[config.mk]
export PLATFORM = sky130hd
export DESIGN_NAME = kamikaze_memwb
export DESIGN_NICKNAME = d
export VERILOG_FILES = /design/src/rtl/kamikaze_memwb.sv
export SDC_FILE = /design/constraint.sdc
export NUM_CORES = 2
export LEC_CHECK = 0
export CELL_PAD_IN_SITES_DETAIL_PLACEMENT = 0
export CELL_PAD_IN_SITES_GLOBAL_PLACEMENT = 1
export CORE_MARGIN = 1
export CORE_UTILIZATION = 35
export CTS_BUF_LIST = sky130_fd_sc_hd__clkbuf_2
export CTS_CLUSTER_SIZE = 25
export DETAILED_ROUTE_END_ITERATION = 8
export PLACE_DENSITY_LB_ADDON = 0.1
export SLEW_MARGIN = 20
export SYNTH_ARGS = -nofsm -noshare
export SYNTH_HDL_FRONTEND = slang
export SYNTH_SLANG_ARGS = --single-unit
[constraint.sdc]
create_clock -name clk_i -period 3.93 [get_ports clk_i]
set_input_delay 0.9825 -clock clk_i [delete_from_list [all_inputs] [get_ports clk_i]]
set_output_delay 0.9825 -clock clk_i [all_outputs]
set_load 0.05 [all_outputs]
[src/rtl/kamikaze_memwb.sv]
// kamikaze_memwb: memory-access/write-back stage with a single-outstanding data bus and a bypassed 32x32 register file
module kamikaze_memwb (
  input  logic        clk_i,
  input  logic        rst_i,
  input  logic        valid_i,
  input  logic [31:0] result_i,
  input  logic [4:0]  rf_rd_i,
  input  logic        rf_rd_we_i,
  input  logic [1:0]  mem_op_i,
  input  logic [31:0] store_data_i,
  output logic        stall_o,
  output logic        dbus_req_o,
  output logic        dbus_we_o,
  output logic [31:0] dbus_addr_o,
  output logic [31:0] dbus_wdata_o,
  input  logic        dbus_ack_i,
  input  logic [31:0] dbus_rdata_i,
  input  logic [4:0]  rs1_addr_i,
  input  logic [4:0]  rs2_addr_i,
  output logic [31:0] rs1_data_o,
  output logic [31:0] rs2_data_o,
  output logic        wb_we_o,
  output logic [4:0]  wb_rd_o,
  output logic [31:0] wb_data_o
);
  typedef enum logic {IDLE, WAIT} state_t;
  state_t state, state_n;
  logic [31:0] rf [32];
  logic [4:0]  rd_q;
  logic        we_q;
  logic [1:0]  op_q;
  logic        mem_op, alu_we, ld_we;
  assign mem_op = valid_i & (mem_op_i == 2'b01 | mem_op_i == 2'b10);
  always_ff @(posedge clk_i or negedge rst_i)
    if (!rst_i) state <= IDLE;
    else state <= state_n;
  always_comb begin
    state_n = (state == IDLE) ? (mem_op ? WAIT : IDLE) : (dbus_ack_i ? IDLE : WAIT);
    stall_o = (state == IDLE) ? mem_op : !dbus_ack_i;
    alu_we  = state == IDLE & valid_i & !mem_op & rf_rd_we_i & rf_rd_i != 5'd0;
    ld_we   = state == WAIT & dbus_ack_i & op_q == 2'b01 & we_q & rd_q != 5'd0;
    wb_we_o   = alu_we | ld_we;
    wb_rd_o   = alu_we ? rf_rd_i : ld_we ? rd_q : 5'd0;
    wb_data_o = alu_we ? result_i : ld_we ? dbus_rdata_i : 32'd0;
  end
  always_ff @(posedge clk_i or negedge rst_i)
    if (!rst_i) begin
      dbus_req_o   <= 1'b0;
      dbus_we_o    <= 1'b0;
      dbus_addr_o  <= '0;
      dbus_wdata_o <= '0;
      rd_q         <= '0;
      we_q         <= 1'b0;
      op_q         <= '0;
    end else if (state == IDLE && mem_op) begin
      dbus_req_o   <= 1'b1;
      dbus_we_o    <= mem_op_i == 2'b10;
      dbus_addr_o  <= result_i & ~32'd3;
      dbus_wdata_o <= store_data_i;
      rd_q         <= rf_rd_i;
      we_q         <= rf_rd_we_i;
      op_q         <= mem_op_i;
    end else if (state == WAIT && dbus_ack_i) begin
      dbus_req_o <= 1'b0;
      dbus_we_o  <= 1'b0;
    end
  always_ff @(posedge clk_i or negedge rst_i)
    if (!rst_i) for (int i = 0; i < 32; i++) rf[i] <= '0;
    else if (wb_we_o) rf[wb_rd_o] <= wb_data_o;
  assign rs1_data_o = rs1_addr_i == 5'd0 ? 32'd0 : (wb_we_o && rs1_addr_i == wb_rd_o) ? wb_data_o : rf[rs1_addr_i];
  assign rs2_data_o = rs2_addr_i == 5'd0 ? 32'd0 : (wb_we_o && rs2_addr_i == wb_rd_o) ? wb_data_o : rf[rs2_addr_i];
endmodule
After elaboration in Yosys (flattened, before gate mapping) --
Cells that the tools add are included.
Storage, ports and cells: register bits 1097, input bits 118, output and inout bits 169, logic and storage cells 100
Cells by class: order comparisons 4, equality and inequality tests 5, muxes and demuxes 24, bitwise logic cells 15, reduce and logical (&&, ||, !) cells 12
Operator list (number):
- 1024-bit bitwise mux | 1
- 32-bit 2-to-1 mux | 11
- 32-bit binary-select mux with 5-bit select | 2
- 32-bit demux with 5-bit select | 1
- 6-bit >= comparator (second input constant) | 3
- 5-bit inverter with 6-bit output | 3
- 5-bit equality test | 2
- 5-bit zero test | 2
- 5-bit 2-to-1 mux | 2
- 5-bit nonzero test | 2
- 1-bit AND | 9
- 1-bit 2-to-1 mux | 7
- 6-bit by 1-bit less-than comparator with 1-bit output (second input constant) | 1
- 1-bit logical AND | 5
- 2-bit by 1-bit equality test with 1-bit output (second input constant) | 2
- 2-bit equality test (second input constant) | 1
- 1-bit zero test | 2
- 1-bit OR | 2
- 2-bit nonzero test | 1
- 1-bit inverter | 1

Logic depth before layout (Yosys ltp) --
depth in word-level cells 14, depth in mapped cells 12, depth with buffers taken out 8

Worst setup path after synthesis --
OpenSTA, ideal clock, no wires.
kind input -> output, start point in mem_op_i[0], end point out rs2_data_o[16], data arrival time 4.633 ns, path slack -1.685 ns, cell stages on the path 11, cells stage by stage inv_1 -> ha_1 -> and4b_1 -> a22o_1 -> clkbuf_1 -> xnor2_1 -> o2111a_1 -> and2_1 -> buf_2 -> buf_2 -> o41ai_1
Between the ends: word-level cells in the longest chain between the ends 12, elaborated cells on any way between the ends 15, those cells by class 3 x eq/ne; 4 x mux; 6 x bitwise; 2 x reduce/logical
RTL lines:
- start, declared | RTL line 9 | input logic [1:0] mem_op_i,
- 2-bit by 1-bit equality test with 1-bit output / 2-bit equality test (equally long branches) | RTL line 33 | assign mem_op = valid_i & (mem_op_i == 2'b01 | mem_op_i == 2'b10);
- 1-bit OR (*) | RTL line 33
- 1-bit AND (*) | RTL line 33
- 1-bit zero test (*) | RTL line 40 | alu_we = state == IDLE & valid_i & !mem_op & rf_rd_we_i & rf_rd_i != 5'd0;
- 1-bit AND (*) (3 in a row) | RTL line 40
- 5-bit 2-to-1 mux (*) | RTL line 43 | wb_rd_o = alu_we ? rf_rd_i : ld_we ? rd_q : 5'd0;
- via wb_rd_o[3] | RTL line 23 | output logic [4:0] wb_rd_o,
- 5-bit equality test (*) | RTL line 71 | assign rs2_data_o = rs2_addr_i == 5'd0 ? 32'd0 : (wb_we_o && rs2_addr_i == wb_rd_o) ? wb_data_o : rf[rs2_addr_ ...
- 1-bit logical AND (*) | RTL line 71
- 32-bit 2-to-1 mux (*) (2 in a row) | RTL line 71
- end, declared | RTL line 21 | output logic [31:0] rs2_data_o,
Mark *: on every way through the listed nets, which the timed path passes. The rest lies on a longest branch.

Worst setup path after layout --
start point reg rd_q[0], end point out rs1_data_o[19]
Between the ends: word-level cells in the longest chain between the ends 8, elaborated cells on any way between the ends 11, those cells by class 1 x eq/ne; 6 x mux; 2 x bitwise; 2 x reduce/logical
RTL lines:
- start, declared | RTL line 29 | logic [4:0] rd_q;
- start signal, assigned | RTL line 60 | rd_q <= rf_rd_i;
- 5-bit nonzero test | RTL line 41 | ld_we = state == WAIT & dbus_ack_i & op_q == 2'b01 & we_q & rd_q != 5'd0;
- 1-bit AND | RTL line 41
- 5-bit 2-to-1 mux (2 in a row) | RTL line 43
- 5-bit equality test | RTL line 70 | assign rs1_data_o = rs1_addr_i == 5'd0 ? 32'd0 : (wb_we_o && rs1_addr_i == wb_rd_o) ? wb_data_o : rf[rs1_addr_ ...
- 1-bit logical AND | RTL line 70
- 32-bit 2-to-1 mux (*) (2 in a row) | RTL line 70
- end, declared | RTL line 20 | output logic [31:0] rs1_data_o,
Mark *: on every way between the ends. The rest lies on a longest branch, timed or not.

==> reports/metrics.cfg <==
[outcome]
status = complete, but fails checks
violations = setup timing

[yosys]
seq_area_frac_synth_pct = 48.9
async_flop_share_pct = 100
syn_avg_cell_area_um2 = 11.1
synth-edff-count = 0
synth.largest_area_cell = dfrtp_1
ys_warn_count = 0
synth_top_family_by_area = multiplexers
yosysMostFrequentCell = dfrtp_1
synth_area_leaders = dfrtp_1 49%, mux4_2 18%, o21ai_0 6.0%, nand2_1 4.8%, a21oi_1 3.3%
synth_xor_area_share_pct = 0.140
synth_seq_cells = 1097
yosysTopAreaCellShare_pct = 48.9
synth_flop_cell = dfrtp_1
synthAdderAreaFrac_pct = 0.0223
netlist_instances = 5080
synth_compound_area_share_pct = 14.2
ys_types = 70
synth-simple-area-share_pct = 9.01
yosys-top-cells-count = 1097 x dfrtp_1, 723 x nand2_1, 675 x o21ai_0
syn_area_um2 = 56100
muxShareOfSynthArea_pct = 23.3

[sta]
setup_viol = 102
rsz0062_at_grt = yes
slew_headroom_pct = 17.2
finalHoldViolCount = 0
worst_slew_pin_slew_ns = 1.24
fin_ws_ns = -1.49
max_freq_mhz = 184
min_period_over_period_pct = 138
timing.hold.ws_ns = 0.221
slew_viol_final = 0
fin_skew_ns = 0.144
period_needed_ns = 5.42

[critical_path]
path_max_fanout = 5
critPathKind = reg -> out
startpoint_type = register
end_kind = output pin
arrival_ns = 4.44
required_ns = 2.95

[pwr]
pwr_density_cell_nw_per_um2 = 372
leakage_nw = 31.8
fin_total_pwr_mw = 27.0
ir_drop_v = 0.000318

[final_layout]
fill_cells = 15000
drive_gt1_share_pct = 33.6
postLayoutCellArea_um2 = 72600
layout.nets = 6049
final_cells = 8209
synthToLayoutAreaGrowth_pct = 29.3

[routing]
first_iter_violations = 3736
ant_nets = 0
dr_total_vias = 46200
wl_um = 241000
vias_per_cell = 5.63
drc = 0
first_pass_iters = 5
wl_per_cell_um = 29.3

[global_route]
grt_max_degree = 102
grt-ovfl-total = 0
grt_pass1_wl_um = 347000
grt_pass1_vias = 47000
grtUsageTotal_pct = 29.9
grt_antenna_before_repair = 8

[place]
dp_slack_ns = -1.41
placedCellCount = 7545
dp_hpwl_um = 162000
placed_cell_area_um2 = 68300
place.gp.congestion = 0.860
numPortBuffers = 284

[clock_network]
cts_buffer_depth = 4
htreeDepth = 5
clk_latency_ns = 1.78
cts_buffers = 329
cts_tree = yes
path_clk_slew_ns = 0.11
root_buffer = clkbuf_2
cts_sinks = 1097

[die]
die_h_um = 403
dieArea_um2 = 162000
start_util_pct = 35.4
rows = 146
fp.dieW_um = 403
coreArea_um2 = 159000
io_pins = 287

[hold_path]
hp-class = in -> reg

[job]
drv_cap = 0

-- report_power, final --
group,switching (mW),internal (mW),total (mW)
Sequential,0.539,12.0,12.6
Combinational,3.52,2.57,6.09
Clock,5.28,3.11,8.39
-- placed cells by master (no fill, tap or decap), types with 68 or more instances in the layout --
master and n:
a21oi_1 364, buf_12 254, buf_4 481, buf_6 68
clkbuf_2 452, clkdlybuf4s50_1 106, dfrtp_1 1095, dlygate4sd3_1 77
mux2_2 87, mux2i_1 137, mux4_2 460, nand2_1 722
nor2_1 397, o21ai_0 668, o22ai_1 77
-- flip-flops by register name, indices dropped and copies added (netlist names) --
signal and flops:
dbus_we_o 1, dbus_req_o 1, op_q 2, we_q 1, rf 1024, state 1, rd_q 5, dbus_addr_o 30
dbus_wdata_o 32
-- stage by stage --
step           utilization, %  TNS (ns)
2_1_floorplan               -     -8.96
3_3_place_gp             43.0    -96.31
3_5_place_dp             43.0    -99.54
4_1_cts                  45.6   -144.08
5_1_grt                  45.7   -143.22
6_report                 45.7   -121.29
-- critical path, cell delays in order, from the launching register on --
cell and delay [ns]:
dfrtp_1 0.41, or4_4 0.53, nor2_4 0.18, nor2_4 0.06
buf_6 0.11, or2_4 0.21, nand4_1 0.15, buf_12 0.15
buf_16 0.19, buf_16 0.17, mux2_4 0.32, buf_12 0.15
-- final timing paths --
| path | slack, ns | depth (start not counted) | endpoint | from |
|---|---|---|---|---|
| min | 0.22 | 4 | rf[722]$_DFFE_PN0P_ | dbus_rdata_i[18] |
| max | -1.49 | 11 | rs1_data_o[19] | rd_q[0]$_DFFE_PN0P_ |
| max reg2reg | 1.08 | 11 | rf[723]$_DFFE_PN0P_ | state$_DFF_PN0_ |
| max in group asynchronous | 2.54 | 5 | rf[527]$_DFFE_PN0P_ | rst_i |
| min in group asynchronous | 0.62 | 4 | rf[321]$_DFFE_PN0P_ | rst_i |
| min reg2reg | 0.38 | 0 | rf[999]$_DFFE_PN0P_ | rf[999]$_DFFE_PN0P_ |
-- final cells by class --
cell class	count	area [um^2]	share of cell area [%]
repair buffers	1074	12200	16.9
clock buffers	452	2260	3.12
multi-input cells	3388	27500	37.9
well taps	2072	2590	3.57
flip-flops and latches	1097	27500	37.8
inverters	40	203	0.279
clock inverters	74	312	0.429
diodes	12	30.0	0.0414
-- per-layer routing --
layer / GRT usage, % / vias up / share of wire (%)
met5: 0 / - / 0
met4: 9.86 / 0 / 3.2
met3: 5.62 / 412 / 6.4
met2: 46.8 / 1643 / 46
met1: 41.7 / 23800 / 44
li1: - / 20400 / -
-- logic make-up after synthesis --
group	count (synthesis)
simple gates	1247
other cells	1
buf+inv	596
flops	1097
mux	718
xor+xnor	9
compound gates	1411
fa+ha+maj	1
-- repair_timing --
action	in CTS	in global routing
hold buffers	77	3
pin swaps	45	30
setup endpoints to repair	167	103
gates resized for setup	216	42
cloned	4	0
endpoints found under the hold margin	1174	3
setup buffers	43	17
No activity file was read; power rests on OpenSTA's default activity.
